===== config.mk =====
export PLATFORM = sky130hd
export DESIGN_NAME = ann_frame_loader
export DESIGN_NICKNAME = d
export VERILOG_FILES = /design/src/rtl/ann_frame_loader.sv
export SDC_FILE = /design/constraint.sdc
export NUM_CORES = 1
export LEC_CHECK = 0
export BUFFER_PORTS_ARGS = -buffer_cell sky130_fd_sc_hd__buf_2
export CORE_ASPECT_RATIO = 1.4
export CORE_MARGIN = 1.5
export CORE_UTILIZATION = 40
export CTS_CLUSTER_SIZE = 28
export DETAILED_ROUTE_END_ITERATION = 8
export PLACE_DENSITY = 0.69
export SLEW_MARGIN = 15
export SYNTH_ARGS = -nofsm -noshare
export SYNTH_HDL_FRONTEND = slang
export SYNTH_SLANG_ARGS = --single-unit
export TNS_END_PERCENT = 5

===== constraint.sdc =====
create_clock -name clk -period 2.2 [get_ports clk]
set_input_delay 0.22 -clock clk [delete_from_list [all_inputs] [get_ports clk]]
set_output_delay 0.22 -clock clk [all_outputs]
set_load 0.02 [all_outputs]

===== src/rtl/ann_frame_loader.sv =====
// Serial sample loader for the ann stage: builds a 6-sample vector, holds it, captures fop.
// Optional frame-end checking via s_last/frame_err when ANN_LOADER_LAST_CHECK_EN is defined.
module ann_frame_loader #(
    parameter int SETTLE_CYCLES = 1,
    parameter int CNT_W         = 8
) (
    input  logic             clk,
    input  logic             rst,
    input  logic             s_valid,
    output logic             s_ready,
    input  logic [2:0]       s_data,
`ifdef ANN_LOADER_LAST_CHECK_EN
    input  logic             s_last,
    output logic             frame_err,
`endif
    output logic [2:0]       a1,
    output logic [2:0]       a2,
    output logic [2:0]       a3,
    output logic [2:0]       a4,
    output logic [2:0]       a5,
    output logic [2:0]       a6,
    input  logic [7:0]       fop_in,
    output logic             r_valid,
    input  logic             r_ready,
    output logic [7:0]       r_data,
    output logic [CNT_W-1:0] r_tag
);

    localparam logic [1:0] FILL   = 2'd0;
    localparam logic [1:0] SETTLE = 2'd1;
    localparam logic [1:0] OUT    = 2'd2;

    logic [1:0]       state_q, state_d;
    logic [2:0]       a_q [6];
    logic [2:0]       a_d [6];
    logic [2:0]       idx_q, idx_d;
    logic [3:0]       cnt_q, cnt_d;
    logic [CNT_W-1:0] frame_q, frame_d;
    logic             ready_q, ready_d;
    logic             rvalid_q, rvalid_d;
    logic [7:0]       rdata_q, rdata_d;
    logic [CNT_W-1:0] rtag_q, rtag_d;
    logic             early;
`ifdef ANN_LOADER_LAST_CHECK_EN
    logic             err_q, err_d;
`endif

    always_comb begin
        state_d  = state_q;
        a_d      = a_q;
        idx_d    = idx_q;
        cnt_d    = cnt_q;
        frame_d  = frame_q;
        rvalid_d = rvalid_q;
        rdata_d  = rdata_q;
        rtag_d   = rtag_q;
        early    = 1'b0;
`ifdef ANN_LOADER_LAST_CHECK_EN
        err_d    = err_q;
        early    = s_last && (idx_q != 3'd5);
`endif
        case (state_q)
            FILL: begin
                if (s_valid && ready_q) begin
                    for (int i = 0; i < 6; i++) begin
                        if (idx_q == 3'(i)) a_d[i] = s_data;
                    end
`ifdef ANN_LOADER_LAST_CHECK_EN
                    if (early || (idx_q == 3'd5 && !s_last)) err_d = 1'b1;
`endif
                    if (early) begin
                        idx_d = 3'd0;
                    end else if (idx_q == 3'd5) begin
                        idx_d   = 3'd0;
                        cnt_d   = 4'(SETTLE_CYCLES);
                        state_d = SETTLE;
                    end else begin
                        idx_d = idx_q + 3'd1;
                    end
                end
            end
            SETTLE: begin
                cnt_d = cnt_q - 4'd1;
                if (cnt_q == 4'd1) begin
                    rdata_d  = fop_in;
                    rtag_d   = frame_q;
                    frame_d  = frame_q + 1'b1;
                    rvalid_d = 1'b1;
                    state_d  = OUT;
                end
            end
            OUT: begin
                if (r_ready) begin
                    rvalid_d = 1'b0;
                    state_d  = FILL;
                end
            end
            default: state_d = FILL;
        endcase
        // ready is registered so it never follows s_valid/r_ready combinationally
        ready_d = (state_d == FILL);
    end

    always_ff @(posedge clk) begin
        if (rst) begin
            state_q  <= FILL;
            a_q      <= '{default: 3'd0};
            idx_q    <= 3'd0;
            cnt_q    <= 4'd0;
            frame_q  <= '0;
            ready_q  <= 1'b0;
            rvalid_q <= 1'b0;
            rdata_q  <= 8'd0;
            rtag_q   <= '0;
`ifdef ANN_LOADER_LAST_CHECK_EN
            err_q    <= 1'b0;
`endif
        end else begin
            state_q  <= state_d;
            a_q      <= a_d;
            idx_q    <= idx_d;
            cnt_q    <= cnt_d;
            frame_q  <= frame_d;
            ready_q  <= ready_d;
            rvalid_q <= rvalid_d;
            rdata_q  <= rdata_d;
            rtag_q   <= rtag_d;
`ifdef ANN_LOADER_LAST_CHECK_EN
            err_q    <= err_d;
`endif
        end
    end

    assign s_ready = ready_q;
    assign a1      = a_q[0];
    assign a2      = a_q[1];
    assign a3      = a_q[2];
    assign a4      = a_q[3];
    assign a5      = a_q[4];
    assign a6      = a_q[5];
    assign r_valid = rvalid_q;
    assign r_data  = rdata_q;
    assign r_tag   = rtag_q;
`ifdef ANN_LOADER_LAST_CHECK_EN
    assign frame_err = err_q;
`endif

endmodule

==> impl_metrics.py, run 1 <==
metrics = {
    "status": {
        "status": "finished, final reports clean",
    },
    "die": {
        "die_y_um": 92.9,
        "fp.dieW_um": 67.2,
        "rows": 32,
        "die-area_mm2": 0.00624,
        "ios": 51,
        "start_util": 0.418,
        "core_mm2": 0.00553,
    },
    "clock_tree": {
        "cts-htree-levels": 2,
        "clock-sinks": 53,
        "cts_tree": "yes",
        "post_cts_resized": 0,
        "clk_pin_slew_ns": 0.09,
        "root_buffer": "clkbuf_8",
        "cts_made_buffers": 5,
        "cts_hold_buffers": 0,
        "cts_setup_buffers": 0,
        "clk_path_buf_depth": 2,
        "clk_latency_ns": 0.30,
    },
    "yosys": {
        "syn_nets": 282,
        "syn_area_mm2": 0.00231,
        "synth-seq-area-share": 0.460,
        "synthTopCellsByCount": "53 x dfxtp_1, 33 x a21oi_1, 29 x nand3_1",
        "synth_top_area_share": 0.460,
        "synth_ff_type": "dfxtp_1",
        "yosys.cell_types.count": 38,
        "synth_edf_count": 0,
        "syn_inst": 263,
        "synth.most_common_cell": "dfxtp_1",
        "synth_top_area_cell": "dfxtp_1",
        "ys_warn_count": 0,
        "synthTopCellsByArea": "dfxtp_1 46%, a21oi_1 7.2%, nand3_1 6.3%",
        "synth-seq-cells": 53,
        "synth.avg_cell_area_um2": 8.77,
        "ys_async_sr_fraction": 0,
    },
    "grt": {
        "grt_pass1_vias": 1788,
        "grt_max_degree": 63,
        "grt_overflow_total": 0,
        "grt.total_usage": 0.164,
        "antenna_found_initial": 0,
        "grt_pass1_wl_um": 8030,
    },
    "placed_design": {
        "pre_cts_ws_ns": 0.348,
        "gp_congestion": 0.825,
        "dpl.hpwl_um": 3410,
        "io_buffers": 50,
    },
    "sta": {
        "finalCritPeriodShare": 0.850,
        "slew_headroom": 0.795,
        "worstMarginPinSlew_ns": 0.308,
        "slew_violations": 0,
        "rsz0062_at_grt": "false",
        "setup_viol": 0,
        "setup_slack_ns": 0.330,
        "max_freq_mhz": 535,
        "clock_skew_ns": 0.00171,
        "timing.setup.tns_ns": 0,
        "period_needed_ns": 1.87,
        "finalHoldViolations": 0,
    },
    "detailed_routing": {
        "routedWlPerCell_um": 13.1,
        "drt_iter0_drc": 146,
        "avgViaCountPerCell": 5.29,
        "wl_um": 4910,
        "first_pass_iters": 4,
        "vias": 1978,
        "antenna_left": 0,
        "drc": 0,
    },
    "run": {
        "drv_cap": 0,
    },
    "critical_path": {
        "slowest_stage": "or3b_4",
        "cp_slowest_stage_delay_ns": 0.50,
        "crit_fanout": 22,
        "crit_arrival_ns": 2.06,
        "crit_type": "register to register",
        "reg2reg_slack_ns": 0.33,
        "endpoint_kind": "register",
        "crit_required_ns": 2.39,
        "worstPathCellList": "ha_1 -> or3b_4 -> nor4_1 -> mux2_1",
        "cp-start-kind": "register",
    },
    "layout": {
        "areaGrowthSynthToFinish_pct": 16.6,
        "drive_gt1_frac": 0.225,
        "layout.nets": 326,
        "antennaDiodeCount": 0,
    },
    "power_and_ir_drop": {
        "worst_ir_drop_vdd_mv": 0.337,
        "pwr_density_cell_mw_per_mm2": 578,
        "leakage_nw": 1.11,
    },
    "hold_path": {
        "hold_class": "input pin to register",
    },
}
-- where the power goes --
part,internal [mW],total [mW],leakage [nW],switching (mW)
combinational,0.0322,0.0811,0.647,0.0489
clock,0.210,0.504,0.0399,0.294
sequential,0.965,0.971,0.428,0.00577
-- layout by cell type, fill, tap and decap left out, types with 2 or more instances in the layout --
cell / instances
o211ai_1: 2
nor2b_1: 6
nand3b_1: 2
nand3_1: 29
or3_1: 3
ha_1: 4
buf_4: 5
buf_2: 50
mux2i_1: 12
nand2b_1: 18
nor3_1: 3
nor2_1: 11
dfxtp_1: 53
nand4bb_1: 2
nand2_1: 5
and2_1: 2
nor4_1: 2
o21ai_0: 28
clkbuf_8: 5
inv_1: 8
a21oi_1: 33
mux2_2: 4
nor3b_1: 2
-- final cells by class --
class                      instances  area [um2]
fill                             551        2830
multi-input combinational        183        1130
sequential                        53        1060
timing repair buffer              56         308
tap                               68        85.1
clock buffer                       5        68.8
inverter                           8        30.0
clock inverter                     1        5.00
-- per-stage QoR --
step / hold WS (ns) / std cells / instance area [um2] / total power, mW / utilization
after floorplan: 0.336 / 263 / 2310 / 1.04 / -
after global placement: 0.456 / 368 / 2620 / 1.07 / 0.474
after detailed placement: 0.464 / 368 / 2620 / 1.07 / 0.474
after CTS: 0.156 / 374 / 2690 / 1.57 / 0.487
after global routing: 0.155 / 374 / 2690 / 1.62 / 0.487
final: 0.165 / 374 / 2690 / 1.56 / 0.487
-- cell families after synthesis --
logic type,share of synthesized area
muxes,0.0765
and+or+nand+nor,0.229
AOI/OAI and AO/OA,0.162
adders and majority gates,0.0217
DFF,0.460
buffers and inverters,0.0510
-- registers in the layout, summed over array words and instances (netlist names) --
register and cells:
r_valid 1, r_data 8, a3 3, r_tag 8, a6 3, a5 3, a2 3, a1 3
cnt_q 4, s_ready 1, idx_q 3, a4 3, state_q 2, frame_q 8
-- worst max-delay path, delay by kind of cell, from the launching register on --
family	cells	cell delay, ns
fa+ha+maj	1	0.19
flops	1	0.40
simple gates	2	0.83
mux	1	0.35
-- worst paths after layout --
path         depth (start not counted)         end       from
max reg2reg                          4  frame_q[6]   cnt_q[0]
min reg2reg                          2       a4[1]      a4[1]
min                                  3   r_data[1]  fop_in[1]
max                                  4  frame_q[6]   cnt_q[0]
-- metal layers --
layer | track usage | vias up | routed length (um)
met1 | 0.197 | 927 | 2170
met5 | 0 | - | 0
met2 | 0.276 | 40 | 2500
met4 | 0.0646 | 0 | 57
li1 | - | 1007 | -
met3 | 0.0377 | 4 | 186
(Power assumes the default switching activity.)
==> run 2, diff against run 1 <==
ABC_AREA = 1   (was not set)
clock period = 1.8 ns   (was 2.2 ns; I/O delays follow)
==> impl_metrics.py, run 2 <==
metrics = {
    "clock_tree": {
        "cts_setup_buffers": 0,
        "cts_made_buffers": 5,
        "clock-sinks": 53,
        "cts_tree": "yes",
        "root_buffer": "clkbuf_8",
        "cts-htree-levels": 2,
        "post_cts_resized": 0,
        "clk_latency_ns": 0.31,
        "clk_pin_slew_ns": 0.10,
        "clk_path_buf_depth": 2,
        "cts_hold_buffers": 0,
    },
    "sta": {
        "rsz0062_at_grt": "false",
        "finalHoldViolations": 0,
        "period_needed_ns": 1.42,
        "slew_violations": 0,
        "finalCritPeriodShare": 0.789,
        "setup_slack_ns": 0.380,
        "timing.setup.tns_ns": 0,
        "setup_viol": 0,
        "worstMarginPinSlew_ns": 0.294,
        "clock_skew_ns": 0.0118,
        "max_freq_mhz": 704,
        "slew_headroom": 0.803,
    },
    "critical_path": {
        "slowest_stage": "dfxtp_1",
        "endpoint_kind": "register",
        "crit_type": "register to register",
        "cp-start-kind": "register",
        "reg2reg_slack_ns": 0.38,
        "r2r-end": "r_data[3]",
        "cp_num_buf_inv": 2,
        "crit_family": "simple AND/OR/NAND/NOR gates",
        "crit_fanout": 17,
        "crit_arrival_ns": 1.63,
        "r2r_cells": 6,
        "crit_required_ns": 2.01,
        "cp_slowest_stage_delay_ns": 0.39,
        "rr_startpoint": "state_q[0]",
        "worstPathCellList": "inv_2 -> nor2_4 -> nand3_4 -> buf_4 -> o21ai_0 -> nor2_1",
    },
    "yosys": {
        "synth_ff_type": "dfxtp_1",
        "synth-seq-cells": 53,
        "syn_inst": 293,
        "synth.most_common_cell": "nor2_1",
        "synth_top_area_share": 0.485,
        "synth-seq-area-share": 0.485,
        "ys_async_sr_fraction": 0,
        "syn_nets": 312,
        "synthTopCellsByCount": "69 x nor2_1, 53 x dfxtp_1, 43 x nand2_1",
        "synth_top_area_cell": "dfxtp_1",
        "synth.avg_cell_area_um2": 7.46,
        "syn_area_mm2": 0.00219,
        "ys_warn_count": 0,
        "yosys.cell_types.count": 27,
        "synth_edf_count": 0,
        "synthTopCellsByArea": "dfxtp_1 49%, nor2_1 12%, o21ai_0 7.8%",
    },
    "layout": {
        "areaGrowthSynthToFinish_pct": 17.4,
        "antennaDiodeCount": 0,
        "fin_util": 0.491,
        "layout.nets": 363,
        "layout_commonest_cell": "nor2_1",
        "drive_gt1_frac": 0.206,
        "layout_common_cells": "69 x nor2_1, 53 x dfxtp_1, 50 x buf_2, 43 x nand2_1, 34 x o21ai_0",
    },
    "die": {
        "ios": 51,
        "rows": 31,
        "core_mm2": 0.00524,
        "fp.dieW_um": 65.5,
        "die-area_mm2": 0.00593,
        "die_y_um": 90.5,
        "start_util": 0.418,
    },
    "grt": {
        "grt.total_usage": 0.168,
        "grt_overflow_total": 0,
        "grt_pass1_vias": 1864,
        "grt_pass1_wl_um": 7940,
        "grt_max_degree": 29,
        "antenna_found_initial": 0,
    },
    "hold_path": {
        "worst_hold_path.num_cells": 3,
        "hold_class": "input pin to register",
        "hp-start": "fop_in[4]",
        "hold_end": "r_data[4]",
    },
    "detailed_routing": {
        "routedWlPerCell_um": 11.0,
        "drt_iter0_drc": 132,
        "drc": 0,
        "avgViaCountPerCell": 4.72,
        "wl_um": 4530,
        "first_pass_iters": 4,
        "vias": 1941,
        "antenna_left": 0,
    },
    "placed_design": {
        "io_buffers": 50,
        "dpl.hpwl_um": 3340,
        "pre_cts_ws_ns": 0.385,
        "gp_congestion": 0.826,
    },
    "power_and_ir_drop": {
        "worst_ir_drop_vdd_mv": 0.555,
        "pwr_density_cell_mw_per_mm2": 765,
        "leakage_nw": 1.14,
    },
    "run": {
        "drv_cap": 0,
    },
    "status": {
        "status": "finished, final reports clean",
    },
}
[run 2: cell count changes in the layout (fill, tap and decap cells not counted), sizes merged, moves of 5 or more]
cell and change:
nand3 -17, a21oi -10, nand2b -18, nand2 +40
o21ai +8, nor2 +59, mux2 -5, mux2i -12
inv +21, nor2b -6
[run 2: report_power, final]
group / leakage [nW] / switching [mW] / internal [mW] / total [mW]
sequential: 0.428 / 0.00757 / 1.18 / 1.19
clock: 0.0456 / 0.387 / 0.278 / 0.665
combinational: 0.664 / 0.0706 / 0.0384 / 0.109
total: 1.14 / 0.465 / 1.50 / 1.97
[run 2: layout make-up]
class	count	area, um2
Tap cell	66	82.6
Multi-Input combinational cell	202	948
Clock inverter	2	13.8
Fill cell	527	2670
Clock buffer	6	72.6
Inverter	28	110
Timing Repair Buffer	54	280
Sequential cell	53	1060
[run 2: cells by family (layout without fill, tap and decap cells)]
family                     Yosys count  count (layout)  share of synthesized area
buffers and inverters               38              90                     0.0812
xor gates and xnor gates             1               1                    0.00401
and+or+nand+nor                    136             136                      0.260
AOI/OAI and AO/OA                   61              61                      0.147
DFF                                 53              53                      0.485
adders and majority gates            4               4                     0.0229
[run 2: worst max-delay path by stage]
stage                    start          to  slack [ns]  cells after the start
floorplan              s_ready       a2[0]        0.58                      7
detailed placement  state_q[0]   r_data[3]        0.39                      6
CTS                 state_q[0]   r_data[3]        0.38                      6
finish              state_q[0]   r_data[3]        0.38                      6
global placement    state_q[0]  frame_q[2]        0.43                      7
global route        state_q[0]  frame_q[2]        0.22                      7
[run 2: worst reg2reg max path: cells and delay by family, from the launching register on]
family / cells / cell delay, ns
buffers and inverters: 2 / 0.32
DFF: 1 / 0.39
AOI/OAI and AO/OA: 1 / 0.16
and+or+nand+nor: 3 / 0.47
[run 2: per-stage QoR]
stage | power (mW) | cell area, um2 | cells | hold WS (ns)
after floorplan | 1.28 | 2190 | 293 | 0.315
final | 1.97 | 2570 | 411 | 0.111
after global routing | 2.05 | 2570 | 411 | 0.125
after global placement | 1.33 | 2480 | 403 | 0.432
after CTS | 1.99 | 2570 | 411 | 0.110
after detailed placement | 1.33 | 2480 | 403 | 0.438
[run 2: per-layer routing]
metal,share of wire,track usage
met5,0,0
met4,0.016,0.0625
met3,0.036,0.0399
met2,0.53,0.312
met1,0.42,0.178
==> run 3, diff against run 2 <==
PLACE_DENSITY = 0.72   (was 0.69)
clock period = 1.2 ns   (was 1.8 ns; I/O delays follow)
==> impl_metrics.py, run 3 (synthesis gave the netlist of run 2 again) <==
metrics = {
    "power_and_ir_drop": {
        "pwr-share-seq": 0.554,
        "p_comb_frac": 0.061,
        "pwr-share-clk": 0.385,
        "internal-power_mw": 2.47,
        "power_switching_uw": 744,
        "pwr_density_cell_mw_per_mm2": 1090,
        "leakage_nw": 1.30,
        "worst_ir_drop_vdd_mv": 0.679,
        "swShare": 0.231,
    },
    "layout": {
        "antennaDiodeCount": 0,
        "layout_common_cells": "59 x nor2_1, 50 x buf_2, 45 x dfxtp_1, 39 x nand2_1, 23 x inv_1",
        "fill_cells": 510,
        "multi_input_area_mm2": 0.00106,
        "areaGrowthSynthToFinish_pct": 34.5,
        "layout_commonest_cell": "nor2_1",
        "final_cells": 434,
        "regArea_mm2": 0.00108,
        "layout.nets": 386,
        "drive_gt1_frac": 0.361,
    },
    "placed_design": {
        "gp_congestion": 0.807,
        "pre_cts_ws_ns": -0.0379,
        "dpl.hpwl_um": 3470,
        "io_buffers": 50,
        "place_inst": 423,
    },
    "sta": {
        "worstMarginPinSlew_ns": 0.228,
        "hold-worst-slack_ns": 0.0333,
        "setup_viol": 3,
        "rsz0062_at_grt": "true",
        "slew_violations": 0,
        "max_freq_mhz": 822,
        "slew_headroom": 0.848,
        "period_needed_ns": 1.22,
        "finalCritPeriodShare": 1.01,
        "clock_skew_ns": 0.00792,
        "setup_slack_ns": -0.0162,
        "finalHoldViolations": 0,
    },
    "critical_path": {
        "crit_required_ns": 1.40,
        "crit_type": "register to register",
        "rr_startpoint": "state_q[0]",
        "crit_fanout": 8,
        "setup.worst_path.end": "frame_q[3]",
        "endpoint_kind": "register",
        "r2r_cells": 6,
        "crit_arrival_ns": 1.42,
        "reg2reg_slack_ns": -0.02,
        "cp-start-kind": "register",
        "r2r-end": "frame_q[3]",
        "setup.worst_path.start": "state_q[0]",
    },
    "hold_path": {
        "hold_class": "input pin to register",
    },
    "die": {
        "die-area_mm2": 0.00593,
        "ios": 51,
        "die_y_um": 90.5,
        "rows": 31,
        "fp.dieW_um": 65.5,
        "core_mm2": 0.00524,
        "start_util": 0.418,
    },
    "clock_tree": {
        "cts_made_buffers": 5,
        "clock-sinks": 53,
        "cts-htree-levels": 2,
        "cts_tree": "yes",
        "clk_latency_ns": 0.31,
        "root_buffer": "clkbuf_8",
        "clk_pin_slew_ns": 0.10,
        "clk_path_buf_depth": 2,
    },
    "grt": {
        "antenna_found_initial": 0,
        "grt.total_usage": 0.177,
        "grt_pass1_wl_um": 8190,
        "grt_max_degree": 39,
        "grt_pass1_vias": 1875,
        "grt_overflow_total": 0,
    },
    "detailed_routing": {
        "vias": 2087,
        "drc": 0,
        "antenna_left": 0,
        "drt_iter0_drc": 118,
        "wl_um": 5090,
        "first_pass_iters": 4,
        "routedWlPerCell_um": 11.7,
        "avgViaCountPerCell": 4.81,
    },
    "run": {
        "drv_cap": 0,
    },
    "status": {
        "violations": "setup timing",
        "status": "finished with violations",
    },
}
-- run 3: cell count changes in the layout (fill, tap and decap cells not counted), sizes merged --
cell	delta
clkbuf	-1
buf	+22
bufinv	+1
clkinv	+1
-- run 3: worst min-delay path by stage --
stage	depth (start not counted)	to	start
after floorplan	2	a4[1]	s_data[1]
after global placement	3	r_data[2]	fop_in[2]
after detailed placement	3	r_data[5]	fop_in[5]
after CTS	3	r_data[0]	fop_in[0]
after global routing	3	r_data[7]	fop_in[7]
final	3	r_data[0]	fop_in[0]
-- run 3: routing by layer --
metal / vias up / GRT usage / part of all wire
li1: 1087 / - / -
met2: 29 / 0.315 / 0.54
met1: 963 / 0.194 / 0.41
met3: 8 / 0.0387 / 0.031
met4: 0 / 0.0799 / 0.019
met5: - / 0 / 0
-- run 3: final cells by class --
| type | count | share of cell area |
|---|---|---|
| sequential | 53 | 0.367 |
| multi-input combinational | 202 | 0.360 |
| timing repair buffer | 76 | 0.162 |
| inverter | 28 | 0.0417 |
| tap | 66 | 0.0281 |
| clock buffer | 5 | 0.0234 |
| clock inverter | 3 | 0.0149 |
| timing repair inverter | 1 | 0.00298 |
-- run 3: timing repair --
action                                  in CTS  in global routing
endpoints found under the setup margin      27                 44
cloned                                       0                  2
hold buffers                                 0                  0
resized for setup                            8                 67
pin swaps                                    0                  6
setup buffers                                0                  1
-- run 3: stage by stage --
| stage | area, um2 | total power [mW] | setup TNS, ns | utilization |
|---|---|---|---|---|
| 2_1_floorplan | 2190 | 1.92 | 0 | - |
| 3_3_place_gp | 2650 | 2.00 | -0.0405 | 0.505 |
| 3_5_place_dp | 2650 | 2.00 | -0.290 | 0.505 |
| 4_1_cts | 2780 | 3.23 | -0.0551 | 0.531 |
| 5_1_grt | 2940 | 3.34 | -1.13 | 0.562 |
| 6_report | 2940 | 3.21 | -0.0326 | 0.562 |
-- run 3: critical path: stages (launching register included) --
cell and delay, ns:
dfxtp_4 0.38, inv_4 0.05, nor2_4 0.11, nand3_4 0.20, buf_6 0.21, nor3_2 0.11
nor3_1 0.06
-- run 3: power by group through the flow --
stage	Sequential (mW)	Combinational [mW]	Clock, mW
2_1_floorplan	1.84	0.0797	0
3_3_place_gp	1.83	0.174	0
3_5_place_dp	1.83	0.175	0
4_1_cts	1.79	0.177	1.27
5_1_grt	1.78	0.217	1.34
6_report	1.78	0.196	1.24
